===== src/rtl/div_request_scheduler.sv =====
// Valid/ready front end for a fixed-latency signed 32-bit divider: issue registers, latency-matched
// tag tracker, credit-guarded result FIFO. Optional macro DIV_ZERO_SAT_EN saturates divide-by-zero.
module div_request_scheduler #(
   parameter int unsigned LATENCY = 36,
   parameter int unsigned DEPTH   = 64,
   parameter int unsigned TAG_W   = 8
) (
   input  logic             aclk,
   input  logic             rst,
   input  logic             req_valid,
   output logic             req_ready,
   input  logic [31:0]      req_dividend,
   input  logic [31:0]      req_divisor,
   input  logic [TAG_W-1:0] req_tag,
   output logic [31:0]      div_dividend_tdata,
   output logic             div_dividend_tvalid,
   output logic [31:0]      div_divisor_tdata,
   output logic             div_divisor_tvalid,
   input  logic [63:0]      div_dout_tdata,
   output logic             res_valid,
   input  logic             res_ready,
   output logic [31:0]      res_quotient,
   output logic [31:0]      res_fraction,
   output logic [TAG_W-1:0] res_tag,
   output logic             res_div_zero,
   output logic             busy
);

   localparam int unsigned PTR_W = $clog2(DEPTH);
   localparam int unsigned CNT_W = PTR_W + 1;
   localparam int unsigned TOT_W = CNT_W + 1;
   localparam int unsigned LAST  = LATENCY - 1;

   typedef struct packed {
      logic             valid;
      logic [TAG_W-1:0] tag;
`ifdef DIV_ZERO_SAT_EN
      logic             div_zero;
      logic             neg;
`endif
   } trk_t;

   typedef struct packed {
      logic [31:0]      quotient;
      logic [31:0]      fraction;
      logic [TAG_W-1:0] tag;
`ifdef DIV_ZERO_SAT_EN
      logic             div_zero;
`endif
   } res_t;

   trk_t             issue_q;
   trk_t             trk [LATENCY];
   trk_t             trk_last;

   logic             accept;
   logic             capture;
   logic             pop;

   logic [CNT_W-1:0] inflight;
   logic [CNT_W-1:0] inflight_nxt;
   logic [CNT_W-1:0] fifo_count;
   logic [CNT_W-1:0] fifo_count_nxt;
   logic [TOT_W-1:0] total;

   res_t             cap_entry;
   res_t             mem [DEPTH];
   res_t             head;
   logic             head_vld;
   logic [PTR_W-1:0] wr_ptr;
   logic [PTR_W-1:0] rd_ptr;
   logic [CNT_W-1:0] mem_count;
   logic             head_load;
   logic             mem_rd;
   logic             mem_wr;

   // Credits: every accepted request owns a FIFO slot until it is popped.
   assign total     = TOT_W'(inflight) + TOT_W'(fifo_count);
   assign req_ready = !rst && (total < TOT_W'(DEPTH));
   assign accept    = req_valid && req_ready;
   assign trk_last  = trk[LAST];
   assign capture   = trk_last.valid;
   assign pop       = head_vld && res_ready;

   assign div_dividend_tvalid = issue_q.valid;
   assign div_divisor_tvalid  = issue_q.valid;

   // Issue registers; the tag rides alongside the divider operands.
   always_ff @(posedge aclk) begin
      if (rst) begin
         issue_q            <= '0;
         div_dividend_tdata <= '0;
         div_divisor_tdata  <= '0;
      end else begin
         issue_q.valid <= accept;
         if (accept) begin
            issue_q.tag        <= req_tag;
            div_dividend_tdata <= req_dividend;
            div_divisor_tdata  <= req_divisor;
`ifdef DIV_ZERO_SAT_EN
            issue_q.div_zero   <= (req_divisor == 32'd0);
            issue_q.neg        <= req_dividend[31];
`endif
         end
      end
   end

   // Tracker: the last stage lines up with div_dout_tdata for the same operation.
   always_ff @(posedge aclk) begin
      if (rst) begin
         for (int i = 0; i < int'(LATENCY); i++) trk[i] <= '0;
      end else begin
         trk[0] <= issue_q;
         for (int i = 1; i < int'(LATENCY); i++) trk[i] <= trk[i-1];
      end
   end

   always_comb begin
      cap_entry.quotient = div_dout_tdata[63:32];
      cap_entry.fraction = div_dout_tdata[31:0];
      cap_entry.tag      = trk_last.tag;
`ifdef DIV_ZERO_SAT_EN
      cap_entry.div_zero = trk_last.div_zero;
      if (trk_last.div_zero) begin
         cap_entry.quotient = trk_last.neg ? 32'h8000_0000 : 32'h7FFF_FFFF;
         cap_entry.fraction = '0;
      end
`endif
   end

   // The head register is the oldest entry; mem holds the ones queued behind it.
   always_comb begin
      head_load = !head_vld || pop;
      mem_rd    = head_load && (mem_count != '0);
      mem_wr    = capture && !(head_load && (mem_count == '0));
   end

   always_ff @(posedge aclk) begin
      if (mem_wr) mem[wr_ptr] <= cap_entry;
   end

   always_ff @(posedge aclk) begin
      if (rst) begin
         wr_ptr    <= '0;
         rd_ptr    <= '0;
         mem_count <= '0;
         head_vld  <= 1'b0;
         head      <= '0;
      end else begin
         if (mem_wr) wr_ptr <= wr_ptr + PTR_W'(1);
         if (mem_rd) rd_ptr <= rd_ptr + PTR_W'(1);
         mem_count <= mem_count + CNT_W'(mem_wr) - CNT_W'(mem_rd);
         if (head_load) begin
            if (mem_rd) head <= mem[rd_ptr];
            else if (capture) head <= cap_entry;
            head_vld <= mem_rd || capture;
         end
      end
   end

   assign fifo_count     = mem_count + CNT_W'(head_vld);
   assign inflight_nxt   = inflight + CNT_W'(accept) - CNT_W'(capture);
   assign fifo_count_nxt = fifo_count + CNT_W'(capture) - CNT_W'(pop);

   always_ff @(posedge aclk) begin
      if (rst) begin
         inflight <= '0;
         busy     <= 1'b0;
      end else begin
         inflight <= inflight_nxt;
         busy     <= (inflight_nxt != '0) || (fifo_count_nxt != '0);
      end
   end

   assign res_valid    = head_vld;
   assign res_quotient = head.quotient;
   assign res_fraction = head.fraction;
   assign res_tag      = head.tag;
`ifdef DIV_ZERO_SAT_EN
   assign res_div_zero = head.div_zero;
`else
   assign res_div_zero = 1'b0;
`endif

endmodule


===== config.mk =====
export PLATFORM = sky130hd
export DESIGN_NAME = div_request_scheduler
export DESIGN_NICKNAME = d
export VERILOG_FILES = /design/src/rtl/div_request_scheduler.sv
export SDC_FILE = /design/constraint.sdc
export NUM_CORES = 2
export LEC_CHECK = 0
export CAP_MARGIN = 20
export CORE_MARGIN = 2
export CORE_UTILIZATION = 60
export DETAILED_ROUTE_END_ITERATION = 10
export PLACE_DENSITY = 0.84
export SLEW_MARGIN = 10
export SYNTH_ARGS = -nofsm -noshare
export SYNTH_HDL_FRONTEND = slang
export SYNTH_MEMORY_MAX_BITS = 65536
export SYNTH_SLANG_ARGS = --single-unit

===== constraint.sdc =====
create_clock -name aclk -period 8.4 [get_ports aclk]
set_input_delay 1.68 -clock aclk [delete_from_list [all_inputs] [get_ports aclk]]
set_output_delay 1.68 -clock aclk [all_outputs]
set_load 0.005 [all_outputs]

=== Yosys cells after proc, flatten, opt, wreduce, memory -nomap -nowiden ===
Memories as Yosys holds them, arrays and structs flattened. A register that Yosys moved wholly into a read port is not among the register bits.
Cells that the tools add are included.

* Register bits after elaboration: 173
* Latch bits: 0
* Bits in writable memories: 4,932
* ROM bits: 0
* Bits of input ports: 140
* Output and inout bits: 142
* Logic and storage cells: 125
* Memories kept: 2

{| class="wikitable"
|+ Memories
! memory !! words !! bits a word !! rd ports !! clocked after Yosys merged registers in !! wr ports !! RTL line !! source
|-
| mem || 64 || 72 || 1 || 1 || 1 || 67 || <nowiki>res_t mem [DEPTH];</nowiki>
|-
| trk || 36 || 9 || 36 || 0 || 36 || 53 || <nowiki>trk_t trk [LATENCY];</nowiki>
|}

* $add $sub $neg: 10
* $mul: 0
* Div/mod/pow operators: 0
* Order comparisons: 1
* Eq/ne operators: 0
* Shifts and indexed selects: 0
* Muxes and demuxes: 45
* Bitwise logic cells: 36
* Reduce and logical (&&, ||, !) cells: 18

{| class="wikitable"
|+ Operator list
! kind !! number
|-
| $mux 9 || 36
|-
| $mux 72 || 2
|-
| $or 1x1->1 || 36
|-
| $add 7x1->7 || 4
|-
| $reduce_bool 7->1 || 3
|-
| $sub 7x1->7 || 3
|-
| $add 6x1->6 const B || 2
|-
| $mux 6 || 2
|-
| $add 7x7->8 || 1
|-
| $lt 8x7->1 const B || 1
|-
| $logic_not 7->1 || 1
|-
| $logic_and 1x1->1 || 6
|-
| $mux 1 || 5
|-
| $logic_not 1->1 || 3
|-
| $logic_or 1x1->1 || 3
|-
| $reduce_and 2->1 || 1
|-
| $reduce_bool 2->1 || 1
|}

=== Logic depth before layout (Yosys ltp) ===
* Word-level depth: 9
* Gate-level depth with buffers: 20
* Gate-level depth less buffers: 19

=== Least setup slack after synthesis ===
Ideal clock, no wire load.

* Kind: input port to flip-flop
* Start: input port res_ready
* End: memory mem[59][0] (netlist bit) (enable)
* Setup time: 503 ps
* Data arrival time: 5,814 ps
* Data required time: 7,897 ps
* Path slack: 2,083 ps
* Stages: 6
* Buffers on the path: 0
* Cell sequence: nand2b_1 -> a31oi_2 -> inv_2 -> nor2_1 -> nand3_1 -> nor2_1

* Longest elaborated chain between the ends: 7

{| class="wikitable"
|+ Ends and longest elaborated chain
! item !! RTL line !! source
|-
| start, declared || 21 || <nowiki>input logic res_ready,</nowiki>
|-
| $logic_and 1x1->1 || 83 || <nowiki>assign pop = head_vld && res_ready;</nowiki>
|-
| $logic_or 1x1->1 || 133 || <nowiki>head_load = !head_vld || pop;</nowiki>
|-
| $logic_and 1x1->1 || 135 || <nowiki>mem_wr = capture && !(head_load && (mem_count == '0));</nowiki>
|-
| $logic_not 1->1 || 135 ||
|-
| $logic_and 1x1->1 || 135 ||
|-
| $mux 1 || 139 || <nowiki>if (mem_wr) mem[wr_ptr] <= cap_entry;</nowiki>
|-
| $mux 1 (implied by the code) || 139 ||
|-
| end, declared || 67 ||
|}

No other way between the ends.

=== Worst setup path after layout ===
* Start: input port res_ready
* End: memory mem[42][30] (netlist bit) (enable)

Same word-level chain as after synthesis.

==> impl_metrics.env <==
export IMPL_status="finished, violations left"
export IMPL_violations="design-rule violations"
export IMPL_clk_latency_ns=1.07
export IMPL_tritoncts="done"
export IMPL_antenna_found_initial=40
export IMPL_multi_input_area_mm2=0.04046
export IMPL_synth_edff_count=4608
export IMPL_design_power_total_uw=63080
export IMPL_port_buffers=280
export IMPL_rsz0062_at_grt="no"
export IMPL_hold_violations=0
export IMPL_finalCritPeriodShare=0.6672
export IMPL_first_pass_iters=10
export IMPL_cts_sinks=5111
export IMPL_setup_tns_ns=0
export IMPL_fin_nets=10215
export IMPL_async_flop_share=0
export IMPL_wl_um=565900
export IMPL_syn_nets=9744
export IMPL_clockBufferDepth=4
export IMPL_ctsRootBufferMaster="clkbuf_16"
export IMPL_htree_levels=5
export IMPL_synth_cells=9564
export IMPL_drtAntennaViolNets=0
export IMPL_worstHoldPathType="flop to flop"
export IMPL_power_leakage_uw=0.06802
export IMPL_fillers=17679
export IMPL_post_drt_wl_per_cell_um=38.68
export IMPL_drv_slew=0
export IMPL_ir_worst_vdd_mv=0.2583
export IMPL_finClkSkew_ns=0.1076
export IMPL_synthSimpleGateAreaFrac=0.02938
export IMPL_grt_pass1_vias=106358
export IMPL_vias=105914
export IMPL_r2r_setup_slack_ns=3.17
export IMPL_dieArea_mm2=0.3236
export IMPL_finalWeightedCongestion=0.8950
export IMPL_ctsResizeCount=0
export IMPL_synth_most_common_cell="edfxtp_1"
export IMPL_grt_pass1_wl_um=793400
export IMPL_end_kind="flop"
export IMPL_fin_cells=14631
export IMPL_syn_to_final_growth_pct=12.78
export IMPL_coreArea_mm2=0.3178
export IMPL_ys_seq_area_frac=0.7755
export IMPL_die_h_um=568.8
export IMPL_numCtsBuffers=464
export IMPL_viasPerCell=7.239
export IMPL_avgSynthCellArea_um2=20.02
export IMPL_maxCapViolations=0
export IMPL_drive_above_1_share=0.2060
export IMPL_yosysTopAreaCell="edfxtp_1"
export IMPL_required_ns=9.01
export IMPL_crit_fanout=27
export IMPL_globalRouteTotalUtil=0.3483
export IMPL_cts_setup_buffers=0
export IMPL_synth_ff_type="edfxtp_1"
export IMPL_synth_top_family_by_area="multiplexers"
export IMPL_synth_compound_area_frac=0.04062
export IMPL_synth_area_mm2=0.1914
export IMPL_seq_area_mm2=0.1485
export IMPL_finalSetupViolCount=0
export IMPL_synth_top_cells_by_area="edfxtp_1 72%, mux4_2 10%, dfxtp_1 5.3%"
export IMPL_grt_max_degree=175
export IMPL_row_count=207
export IMPL_relSlewSlack=0.09759
export IMPL_drtIter0Drc=20310
export IMPL_synthMuxAreaShare=0.1339
export IMPL_worstMarginPinSlew_ns=1.343
export IMPL_yosys_warnings=0
export IMPL_yosys_cell_types_count=59
export IMPL_synth_xor_area_frac=0.001235
export IMPL_synth_common_cells="4608 x edfxtp_1, 872 x mux4_2, 503 x dfxtp_1"
export IMPL_holdBufCountCts=0
export IMPL_synth_seq_cells=5111
export IMPL_worstSetupPathType="primary input to flop"
export IMPL_synth_fa_ha_area_frac=0.002732
export IMPL_dp_cells=13741
export IMPL_powerDensity_mw_per_mm2=292.2
export IMPL_io_pins=282
export IMPL_fmax_mhz=178.4
export IMPL_timing_critical_path_arrival_ns=6.22
export IMPL_fp_dieW_um=568.8
export IMPL_start_util=0.6024
export IMPL_netlist_area_leader_share=0.7228
export IMPL_critPathLaunchType="primary input"
export IMPL_fin_crit_ns=5.604
export IMPL_drc=3
export IMPL_grt_overflow_total=0
export IMPL_clkTransAtPathRegs_ns=0.06
export IMPL_dp_hpwl_um=291100
## logic make-up (layout without fill, tap and decap cells)
logic type,Yosys count,after routing
buffers and inverters,662,1532
adder cells (fa/ha/maj),40,40
XOR/XNOR,27,27
multiplexers,1458,1458
flip-flops,5111,5111
AND/OR/NAND/NOR,1084,1084
other,1,18
AO/OA/AOI/OAI,1181,1181
## registers in the layout, indices dropped and copies added (netlist names), 6 cells and up, named ones only
register,count
div_dividend_tdata,32
div_divisor_tdata,32
inflight,7
issue_q,8
mem,4608
mem_count,7
rd_ptr,6
res_fraction,32
res_quotient,32
res_tag,8
trk,324
wr_ptr,6
## per-layer routing
metal,GRT usage,vias to the layer above,wire length [um]
met2,0.5352,10932,260400
met5,0.0004462,-,261
met3,0.1046,2540,87160
met4,0.2402,36,49000
met1,0.4283,52528,169100
li1,-,39878,-
## report_power, final
part | internal, uW | switching (uW)
logic | 5050 | 7480
registers | 27900 | 561
clock network | 12400 | 9670
## per-stage QoR
stage | utilization | hold WS [ns] | cell area (um^2) | worst slack [ns]
floorplan | - | 0.4138 | 191400 | 2.083
global placement | 0.6288 | 0.4155 | 199800 | 2.167
detailed placement | 0.6291 | 0.4204 | 199900 | 2.148
CTS | 0.6788 | 0.4048 | 215700 | 2.764
global route | 0.6792 | 0.4217 | 215900 | 2.808
finish | 0.6793 | 0.3983 | 215900 | 2.796
## worst max-delay path: stages
cell and delay, ns:
clkdlybuf4s50_1 0.47, nand2b_1 0.31, a31oi_2 0.68, inv_2 0.19, nor2_1 0.32, nand3b_1 0.84
nor2_4 1.08, buf_4 0.59
## area by class of cell
type                            instances  area share
Multi-Input combinational cell       3791      0.1874
Antenna cell                           17   0.0001971
Timing Repair Buffer                  580     0.02580
Tap cell                             4180     0.02423
Clock buffer                          609     0.05814
Sequential cell                      5111      0.6877
Inverter                               87    0.001536
Clock inverter                        256     0.01498
## worst paths after layout
| check | from | end | cells past startpoint |
|---|---|---|---|
| worst max-delay path | res_ready | mem[42][30] | 8 |
| worst min register to register | trk[0][21] | trk[0][30] | 1 |
| worst max register to register | flop | res_fraction[12] | 8 |
| worst min-delay path | trk[0][21] | trk[0][30] | 1 |
## cells in the final DEF (no fill, tap or decap), drive strengths merged, types with 15 or more instances in the layout
master,synthesis,layout
nand3,58,58
mux2i,478,478
xnor2,15,15
o221ai,17,17
ha,37,37
nand2,187,187
inv,87,101
o21a,18,18
clkinv,0,165
mux4,872,872
clkbuf,256,611
nor2b,353,353
a21oi,284,284
mux2,108,108
dfxtp,503,503
o22ai,218,218
a211oi,161,161
nor4,90,90
buf,319,360
or3,59,59
nor3,74,74
o21ai,118,118
o2bb2ai,17,17
bufinv,0,60
a22oi,282,282
edfxtp,4608,4608
nor2,227,227
a221o,53,53
clkinvlp,0,17
clkdlybuf4s50,0,218
diode,0,17
(Power assumes the default switching activity.)
